File: src/rtl/cpu_types_pkg.sv
// Shared CPU-side types: machine word, RAM handshake state and the
// memory arbiter state encoding.
package cpu_types_pkg;

    typedef logic [31:0] word_t;

    typedef enum logic [1:0] {
        FREE   = 2'd0,
        BUSY   = 2'd1,
        ACCESS = 2'd2,
        ERROR  = 2'd3
    } ramstate_t;

    typedef enum logic [1:0] {
        IDLE   = 2'd0,
        DGRANT = 2'd1,
        IGRANT = 2'd2,
        ERR    = 2'd3
    } arbstate_t;

endpackage

File: src/rtl/mem_arbiter.sv
// Single-port RAM arbiter between instruction fetch and data access, with
// anti-starvation for fetch, a grant timeout and a sticky error state.
module mem_arbiter
    import cpu_types_pkg::*;
#(
    parameter int unsigned RAM_TIMEOUT  = 15,
    parameter int unsigned STARVE_LIMIT = 4
) (
    input  logic      CLK,
    input  logic      RST,
    input  logic      iREN,
    input  word_t     iaddr,
    input  logic      dREN,
    input  logic      dWEN,
    input  word_t     daddr,
    input  word_t     dstore,
    output logic      ihit,
    output logic      dhit,
    output word_t     iload,
    output word_t     dload,
    output logic      ramREN,
    output logic      ramWEN,
    output word_t     ramaddr,
    output word_t     ramstore,
    input  word_t     ramload,
    input  ramstate_t ramstate,
    output logic      memerr
);

    localparam int unsigned TW = ($clog2(RAM_TIMEOUT + 1) > 0) ? $clog2(RAM_TIMEOUT + 1) : 1;
    localparam int unsigned SW = ($clog2(STARVE_LIMIT + 1) > 0) ? $clog2(STARVE_LIMIT + 1) : 1;

    arbstate_t     state_q, state_d;
    logic [TW-1:0] tmo_q, tmo_d;
    logic [SW-1:0] starve_q, starve_d;
    logic          d_req;

    assign d_req = dREN | dWEN;

    always_comb begin
        state_d  = state_q;
        tmo_d    = tmo_q;
        starve_d = starve_q;
        unique case (state_q)
            IDLE: begin
                // Timeout restarts from zero for whichever grant follows.
                tmo_d = '0;
                if (!iREN) starve_d = '0;
                if (d_req && !(iREN && starve_q == SW'(STARVE_LIMIT)))
                    state_d = DGRANT;
                else if (iREN)
                    state_d = IGRANT;
            end
            DGRANT: begin
                if (ramstate == ERROR) begin
                    state_d = ERR;
                end else if (ramstate == ACCESS) begin
                    state_d = IDLE;
                    if (iREN && starve_q != SW'(STARVE_LIMIT))
                        starve_d = starve_q + 1'b1;
                end else if (!d_req) begin
                    state_d = IDLE;
                end else begin
                    tmo_d = tmo_q + 1'b1;
                    if (tmo_d == TW'(RAM_TIMEOUT)) state_d = ERR;
                end
            end
            IGRANT: begin
                if (ramstate == ERROR) begin
                    state_d = ERR;
                end else if (ramstate == ACCESS) begin
                    state_d  = IDLE;
                    starve_d = '0;
                end else if (!iREN) begin
                    state_d = IDLE;
                end else begin
                    tmo_d = tmo_q + 1'b1;
                    if (tmo_d == TW'(RAM_TIMEOUT)) state_d = ERR;
                end
            end
            ERR: state_d = ERR;
            default: state_d = IDLE;
        endcase
    end

    always_ff @(posedge CLK) begin
        if (RST) begin
            state_q  <= IDLE;
            tmo_q    <= '0;
            starve_q <= '0;
        end else begin
            state_q  <= state_d;
            tmo_q    <= tmo_d;
            starve_q <= starve_d;
        end
    end

    always_comb begin
        ramREN   = 1'b0;
        ramWEN   = 1'b0;
        ramaddr  = '0;
        ramstore = '0;
        ihit     = 1'b0;
        dhit     = 1'b0;
        iload    = '0;
        dload    = '0;
        unique case (state_q)
            DGRANT: begin
                ramaddr  = daddr;
                ramstore = dstore;
                ramWEN   = dWEN;
                ramREN   = dREN & ~dWEN;
                if (ramstate == ACCESS) begin
                    dhit  = 1'b1;
                    dload = ramload;
                end
            end
            IGRANT: begin
                ramaddr = iaddr;
                ramREN  = 1'b1;
                if (ramstate == ACCESS) begin
                    ihit  = 1'b1;
                    iload = ramload;
                end
            end
            default: ;
        endcase
    end

    assign memerr = (state_q == ERR);

endmodule

File: config.mk
export PLATFORM = sky130hd
export DESIGN_NAME = mem_arbiter
export DESIGN_NICKNAME = d
export VERILOG_FILES = /design/src/rtl/cpu_types_pkg.sv /design/src/rtl/mem_arbiter.sv
export SDC_FILE = /design/constraint.sdc
export NUM_CORES = 1
export LEC_CHECK = 0
export CORE_AREA = 2 2 105 107
export DETAILED_ROUTE_END_ITERATION = 8
export DIE_AREA = 0 0 107 109
export GPL_TIMING_DRIVEN = 0
export SLEW_MARGIN = 10
export SYNTH_ARGS = -nofsm -noshare
export SYNTH_HDL_FRONTEND = slang
export SYNTH_SLANG_ARGS = --single-unit
export TNS_END_PERCENT = 20
File: constraint.sdc
create_clock -name CLK -period 2.2 [get_ports CLK]
set_input_delay 0.44 -clock CLK [delete_from_list [all_inputs] [get_ports CLK]]
set_output_delay 0.44 -clock CLK [all_outputs]
set_load 0.01 [all_outputs]
==> results <==
how the worst max path moves through the flow:
stage / startpoint / endpoint
after global placement: ramstate[1] / iload[21]
after floorplan: state_q[0] / ramaddr[0]
after detailed placement: ramstate[1] / iload[21]
final: state_q[0] / ramaddr[19]
after CTS: state_q[1] / ramaddr[5]
after global routing: ramstate[0] / ihit
metal layers:
| layer | global-route usage | vias up |
|---|---|---|
| met4 | 0.03061 | 0 |
| met1 | 0.2332 | 1438 |
| li1 | - | 1571 |
| met2 | 0.3412 | 125 |
| met5 | 0 | - |
| met3 | 0.03288 | 13 |
cell type report:
cell class / instances / area share
Timing Repair Buffer: 272 / 0.4925
Multi-Input combinational cell: 236 / 0.3388
Buffer: 31 / 0.07943
Sequential cell: 9 / 0.03856
Tap cell: 140 / 0.03599
Clock buffer: 4 / 0.009254
Inverter: 7 / 0.005398
flip-flops by register name (all words and copies together), names as in the netlist:
register and count:
starve_q 3, tmo_q 4, state_q 2
cell usage in the layout, fill, tap and decap left out, types with 5 or more instances in the layout:
cell             instances
nand2_1                  9
clkbuf_8                19
buf_4                    8
a22oi_2                 11
and2_1                  36
buf_6                    8
ha_1                     7
inv_1                    5
nor2b_1                 33
nand3_1                  6
a21oi_1                  8
dlygate4sd2_1           62
clkdlybuf4s15_1         15
buf_2                    9
dfxtp_1                  7
a22oi_1                 21
and3_1                  64
clkdlybuf4s50_1        132
clkbuf_2                41
timing repair:
action                                  in CTS  in global routing
setup buffers                                4                  2
resized for setup                          261                111
endpoints found under the setup margin     132                129
hold buffers                                 0                  0
pin swaps                                    0                  1
worst max-delay path: cells and delay by family (launching register included):
family / cells / cell delay (ns)
flip-flops: 1 / 0.36
AND/OR/NAND/NOR: 1 / 0.07
adder cells (fa/ha/maj): 1 / 0.20
buffers and inverters: 4 / 0.68
AO/OA/AOI/OAI: 1 / 0.17
through the flow:
stage	utilization	total power, mW
3_5_place_dp	0.4488	1.561
2_1_floorplan	-	0.7941
6_report	0.4591	1.852
4_1_cts	0.4711	1.833
5_1_grt	0.4591	1.979
3_3_place_gp	0.4488	1.548
power groups by stage:
| stage | sequential [mW] | combinational (mW) | clock [mW] |
|---|---|---|---|
| 5_1_grt | 0.200 | 1.57 | 0.207 |
| 2_1_floorplan | 0.193 | 0.601 | 0 |
| 4_1_cts | 0.196 | 1.43 | 0.204 |
| 3_3_place_gp | 0.195 | 1.35 | 0 |
| 6_report | 0.197 | 1.46 | 0.198 |
| 3_5_place_dp | 0.197 | 1.36 | 0 |
cell families after synthesis:
| logic type | Yosys count | share of synthesized area |
|---|---|---|
| flops | 9 | 0.09381 |
| mux | 2 | 0.01042 |
| xor+xnor | 1 | 0.004561 |
| buf+inv | 39 | 0.08404 |
| fa+ha+maj | 8 | 0.05212 |
| compound gates | 57 | 0.2176 |
| simple gates | 168 | 0.5375 |
==> out/results.tsv <==
metric	value	unit
DP Worst Slack	-0.8367	ns
CP endpoint kind	primary output	
post-route ant nets	0	
IO buf count	266	
Total Wirelength	12110	µm
dpl hpwl	10030	µm
post-route minimum period	2.156	ns
crit path max-delay cell type	dfxtp_4	
Setup CP Type	reg -> out	
standard-cell rows	38	
fraction of layout cells with a size suffix above 1	0.1986	
r2r worst-path depth	8	
Post-Synthesis Cells	284	
Netlist cell types	39	
CP peak stage delay	0.36	ns
clk_skew	0.0005351	ns
top cell type's share of synthesized area	0.2085	
Commonest cells post-synth	and3_1, and2_1, nor2b_1	
first-pass GRT wire length	17310	µm
hold wc startpoint	starve_q[1]	
max-cap violations	0	
Longest Clk Path Bufs	2	
Worst Hold Class	reg -> reg	
CP startpoint kind	flop	
NumNets Final	703	
final hold viol count	0	
final worst slack	0.04380	ns
max-slew violations	0	
Seq. cell area	187.7	µm²
Die Ht	109	µm
Clock Power Share	0.107	
P_sw	0.7350	mW
die width	107	µm
Final Non-Filler Cells	699	
Fin Setup TNS	0	ns
Cell Area, Synth	1921	µm²
worst slew pin tran	0.4406	ns
R2R Setup Slk	0.26	ns
Synth area leaders	and3_1, a22oi_1, and2_1, nor2b_1, dfxtp_1	
Max-slew headroom	0.6987	
initial DRC count	129	
Crit Path Max Fanout	10	
GRT Overall Usage	0.1870	
power per cell area	380.5	nW/µm²
CTS tree	done	
status	completed	
initial antenna violation count	0	
CP required	1.76	ns
DIE AREA	11660	µm²
vias after detailed routing	3147	
area grow syn2layout	153.4	%
Root Driver	clkbuf_8	
wire length per cell	17.32	µm
footprint of the multi-input gates	1649	µm²
dpl cell area	4758	µm²
Starting Density	0.1811	
# fillers	1104	
vias per cell	4.502	
Ys Warns	0	
H-tree depth	1	
post-route cell area	4867	µm²
Placer Congestion	0.8864	
Leakage Power	2.524	nW
drt drc	0	
Net Count, Synth	427	
Reg-to-Reg Start	state_q[1]	
antenna fix cells	0	
sequential share of power	0.106	
combinational fraction of design power	0.787	
Fmax achieved	0.4638	GHz
RSZ-0062 raised after global routing	true	
Hold Slack	0.4889	ns
Overflow after GRT	0	
worst vdd ir	150.9	µV
DR top layer	met4	
metal3 WL	764	µm
syn avg cell area	6.763	µm²
Switching Share	0.3969	
Skew-Pair Late Insertion Delay	0.23	ns
cell taking the most area after synthesis	and3_1	
Seq cells post-synth	9	
met2 wire length	6123	µm
vias in the first global route	2965	
P_int	1.117	mW
core area	10600	µm²
crit path cell chain	inv_2 -> ha_1 -> buf_6 -> clkbuf_8 -> a22oi_1 -> nor2b_1 -> dlygate4sd2_1	
clock sink count	9	
ys flop type	dfxtp_1	
period utilisation layout	0.9801	
hold path endpoint	starve_q[1]	
TritonCTS buffer count	3	
post-synthesis sequential area ratio	0.09381	
final setup vio count	0	
hold depth	2	
count leader, synth	and3_1	
met1 wire length	5068	µm
FF-to-FF End	state_q[1]	
async set-or-reset flop fraction in the synthesized netlist	0	
Initial DRT Pass Iterations	4	
total placed cells including tap cells	690	
Post-synth EDFFs	0	
CTS clk-pin slew, worst paths	0.05	ns
largest net degree at the start of global routing	13	
WP data arrival	1.72	ns
Ports	268	
(Power assumes the default switching activity.)
==> RTL change 1, RTL diff (same settings) <==
Change the parameter `STARVE_LIMIT` from 4 to 2.
--- a/src/rtl/mem_arbiter.sv
+++ b/src/rtl/mem_arbiter.sv
@@ -4,7 +4,7 @@
     import cpu_types_pkg::*;
 #(
     parameter int unsigned RAM_TIMEOUT  = 15,
-    parameter int unsigned STARVE_LIMIT = 4
+    parameter int unsigned STARVE_LIMIT = 2
 ) (
     input  logic      CLK,
     input  logic      RST,
Function: changed (Yosys sat finds a counterexample within 10 cycles, from zero or initial values and one cycle with RST high).
==> RTL change 1 against the unedited design <==
Final area is 1.4% higher. Routed wire length fell by 9.2%. Sequential cell count is 1 lower. Worst setup slack worse by 0.013 ns. Count of clock-buffer cells in the layout is 1 lower. Largest cell class unchanged. Area after synthesis is 5.7% lower. First-iteration DRC count rose by 6.2%. Global-route usage fell by 1.5 points. Total power increased by 72%.
==> RTL change 1: results (changes against the unedited design) <==
setup_path:
  timing.rr.start: "state_q[0]$_SDFFE_PP0P_"
  rr_worst_depth: 7  # -1
  crit_end: "dload[10]"
  cp_max_fo: 7  # -3
  r2r_end: "state_q[0]$_SDFFE_PP0P_"
synth:
  synthMuxAreaShare_pct: 2.211  # +1.2 points
  synth_fa_ha_area_share_pct: 4.838  # -0.37 points
  yosysSeqAreaShare_pct: 8.846  # -0.54 points
  synth-compound-area-share_pct: 21.29  # -0.47 points
  synth-xor-area-share_pct: 0.4838  # +0.028 points
  syn-num-nets: 409  # -4.2%
  synth.distinct_cells: 32  # -18%
place:
  placed_cells: 673  # -2.5%
  place.gp.congestion: 0.7757  # -12%
  postPlaceCellArea_sq_mm: 0.004648  # -2.3%
timing:
  finClkSkew_ns: 0.001817  # +0.001281 ns
  worst_slack_ns: 0.03092  # -0.01288 ns
cells_and_area:
  final_cell_count_no_fill: 694  # -0.72%
  layout.nets: 698  # -0.71%
  reg.largest.list: "tmo_q x4, starve_q x2, state_q x2"
outcome:
  status: "complete, no violations"
power_and_ir_drop:
  p_leak_nw: 2.665  # +5.6%
  peakVddDrop_mv: 0.3045  # +100%
  power_frac_seq_pct: 7.2  # -3.4 points
  netSwitchingFraction_pct: 43.13  # +3.4 points
  comb_power_share_pct: 87.4  # +8.7 points
  p_per_area_mw_per_mm2: 645.5  # +70%
grt:
  grt_pass1_wl_mm: 16.19  # -6.5%
  grt_pass1_vias: 3080  # +3.9%
route:
  wl_per_cell_um: 15.83  # -8.6%
clock_network:
  cts_resized: 258  # -1.1%
[RTL change 1: cell types whose count changed after synthesis, moves of 3 or more]
cell	delta
a21oi_1	-4
buf_2	-4
clkbuf_1	+4
nand2_1	-6
nand3_1	-4
nand4_1	-3
nor2_1	+7
nor2b_1	+6
o221ai_1	-3
[RTL change 1: worst min-delay path: cells and delay by family, from the launching register on]
family | cells | cell delay [ns]
flops | 1 | 0.32
mux | 1 | 0.07
simple gates | 1 | 0.07
[RTL change 1: per-layer routing]
metal | vias to the layer above | GRT usage [%] | share of wire [%]
met2 | 152 | 32.44 | 52
li1 | 1521 | - | -
met1 | 1411 | 20.01 | 40
met5 | - | 0 | 0
met4 | 0 | 3.061 | 0.86
met3 | 7 | 4.005 | 8.0
[RTL change 1: final cells by class]
cell class / instances / area (sq um)
tap: 140 / 175.2
multi-input combinational: 222 / 1564
inverter: 6 / 22.52
timing repair buffer: 285 / 2651
sequential: 8 / 167.7
clock buffer: 3 / 41.29
buffer: 30 / 314.1
fill: 1100 / 5667
==> RTL change 2, RTL diff (same flow settings) <==
Without the edit above. Reset style: asynchronous (`RST`), changed in one clocked block.
--- a/src/rtl/mem_arbiter.sv
+++ b/src/rtl/mem_arbiter.sv
@@ -83,7 +83,7 @@
         endcase
     end
 
-    always_ff @(posedge CLK) begin
+    always_ff @(posedge CLK or posedge RST) begin
         if (RST) begin
             state_q  <= IDLE;
             tmo_q    <= '0;
Behaviour: differs if RST is asserted again (counterexample within 4 cycles, from zero or initial values and one cycle with RST high); with RST held inactive, the same outputs for 10 cycles.
==> RTL change 2 against the unedited design <==
The flow now finishes with violations (setup timing). Hold slack got worse by 0.0064 ns. Area after synthesis fell by 0.52%. Worst setup slack got worse by 0.075 ns. Die area did not move. Routed wire length fell by 3.6%. Sequential cell count did not move. Final area fell by 1.8%. Global-route usage fell by 0.44 points. Highest routed layer unchanged.
Power is not compared: it rests on default switching activity, and its combinational part moved more than twofold at a synthesized area within 25%.
==> RTL change 2: results (changes against the unedited design) <==
outcome:
  violations: "setup timing"
  status: "finished with violations"
synth:
  avgSynthCellArea_sq_um: 6.998  # +3.5%
  synth_common_cells: "and3_1 (64), and2_1 (35), a22oi_1 (32), nor2b_1 (32), clkbuf_1 (23)"
  syn-num-nets: 416  # -2.6%
  synthArstFlopShare_pct: 100.0  # +100 points
  synth_area_leaders: "and3_1 (21%), a22oi_1 (13%), dfrtp_1 (12%), and2_1 (11%), nor2b_1 (10%)"
  netlist_area_sq_mm: 0.001911  # -0.52%
  synth.distinct_cells: 38  # -2.6%
  synth-xor-area-share_pct: 0  # -0.46 points
  yosysSeqAreaShare_pct: 11.79  # +2.4 points
clock_network:
  cts_sinks: 9  # unchanged
  cts_resized: 347  # +33%
  post-cts-setup-buffers: 8  # +4
  clk_path_buf_depth: 2  # unchanged
route:
  vias: 3105  # -1.3%
  met2WireLength_mm: 5.958  # -2.7%
  wl_met1_mm: 4.948  # -2.4%
  dr.first_iter.drc_count: 160  # +24%
  wirelength_mm: 11.68  # -3.6%
  dr_wl_met3_um: 540  # -29%
power_and_ir_drop:
  report.power.total_uw: 670.0
grt:
  grt_pass1_vias: 2932  # -1.1%
  met2_usage_pct: 33.21  # -0.91 points
  use_met3_pct: 2.092  # -1.2 points
  use_met1_pct: 23.41  # +0.090 points
  grtUsageTotal_pct: 18.25  # -0.44 points
  grt_pass1_wl_mm: 16.99  # -1.8%
  grt_max_degree: 11  # -2
place:
  numPortBuffers: 267  # +0.38%
  place.gp.congestion: 0.8607  # -2.9%
  dp_hpwl_mm: 9.577  # -4.5%
  placed_cells: 680  # -1.4%
cells_and_area:
  clk_share_pct: 0.9427  # +0.017 points
  nMultiInputCombCells: 225  # -4.7%
  layout.nonclk_buf_share_pct: 57.11  # -0.089 points
  nFillCells: 1107  # +0.27%
  drive_gt1_share_pct: 29.37  # +9.5 points
  multiInputGateArea_sq_mm: 0.001574  # -4.6%
  nonClockInverterCount: 8  # +1
  final_cell_count_no_fill: 695  # -0.57%
  regArea_sq_um: 225.2  # +20%
  n_all_buffers: 309  # +2.0%
timing:
  worst_slack_ns: -0.03089  # -0.07469 ns
  setup_violations: 2  # +2
  hold_ws_ns: 0.4825  # -0.006401 ns
  tightest_slew_ns: 0.3976  # -0.04295 ns
  fin_tns_setup_ns: -0.04135  # -0.04135 ns
setup_path:
  crit_path_top_delay_cell: "dfrtp_1"
  arrival_ns: 1.79  # +0.07 ns
  rrSetupSlack_ns: 0.38  # +0.12 ns
worst_hold_path:
  worstHoldPathType: "primary input to async pin"
## RTL change 2: changes by cell type after synthesis, sizes merged, moves of 2 or more
cell,change
nor2,+2
dfrtp,+9
buf,-3
dfxtp,-9
a22o,+2
o221ai,-3
o21ai,+3
a21o,-2
nand3,-3
clkbuf,+2
a21oi,-3
nand4,-3
a2111oi,-2
## RTL change 2: worst paths after layout
kind	from	end	depth (start not counted)
setup / recovery	state_q[1]$_DFFE_PP0P_	ramaddr[7]	8
hold / removal	RST	tmo_q[3]$_DFFE_PP0P_	2
setup reg to reg	state_q[0]$_DFFE_PP0P_	state_q[0]$_DFFE_PP0P_	8
hold reg to reg	tmo_q[3]$_DFFE_PP0P_	tmo_q[3]$_DFFE_PP0P_	1
max in group asynchronous	RST	starve_q[2]$_DFFE_PP0P_	2
min in group CLK	tmo_q[3]$_DFFE_PP0P_	tmo_q[3]$_DFFE_PP0P_	1
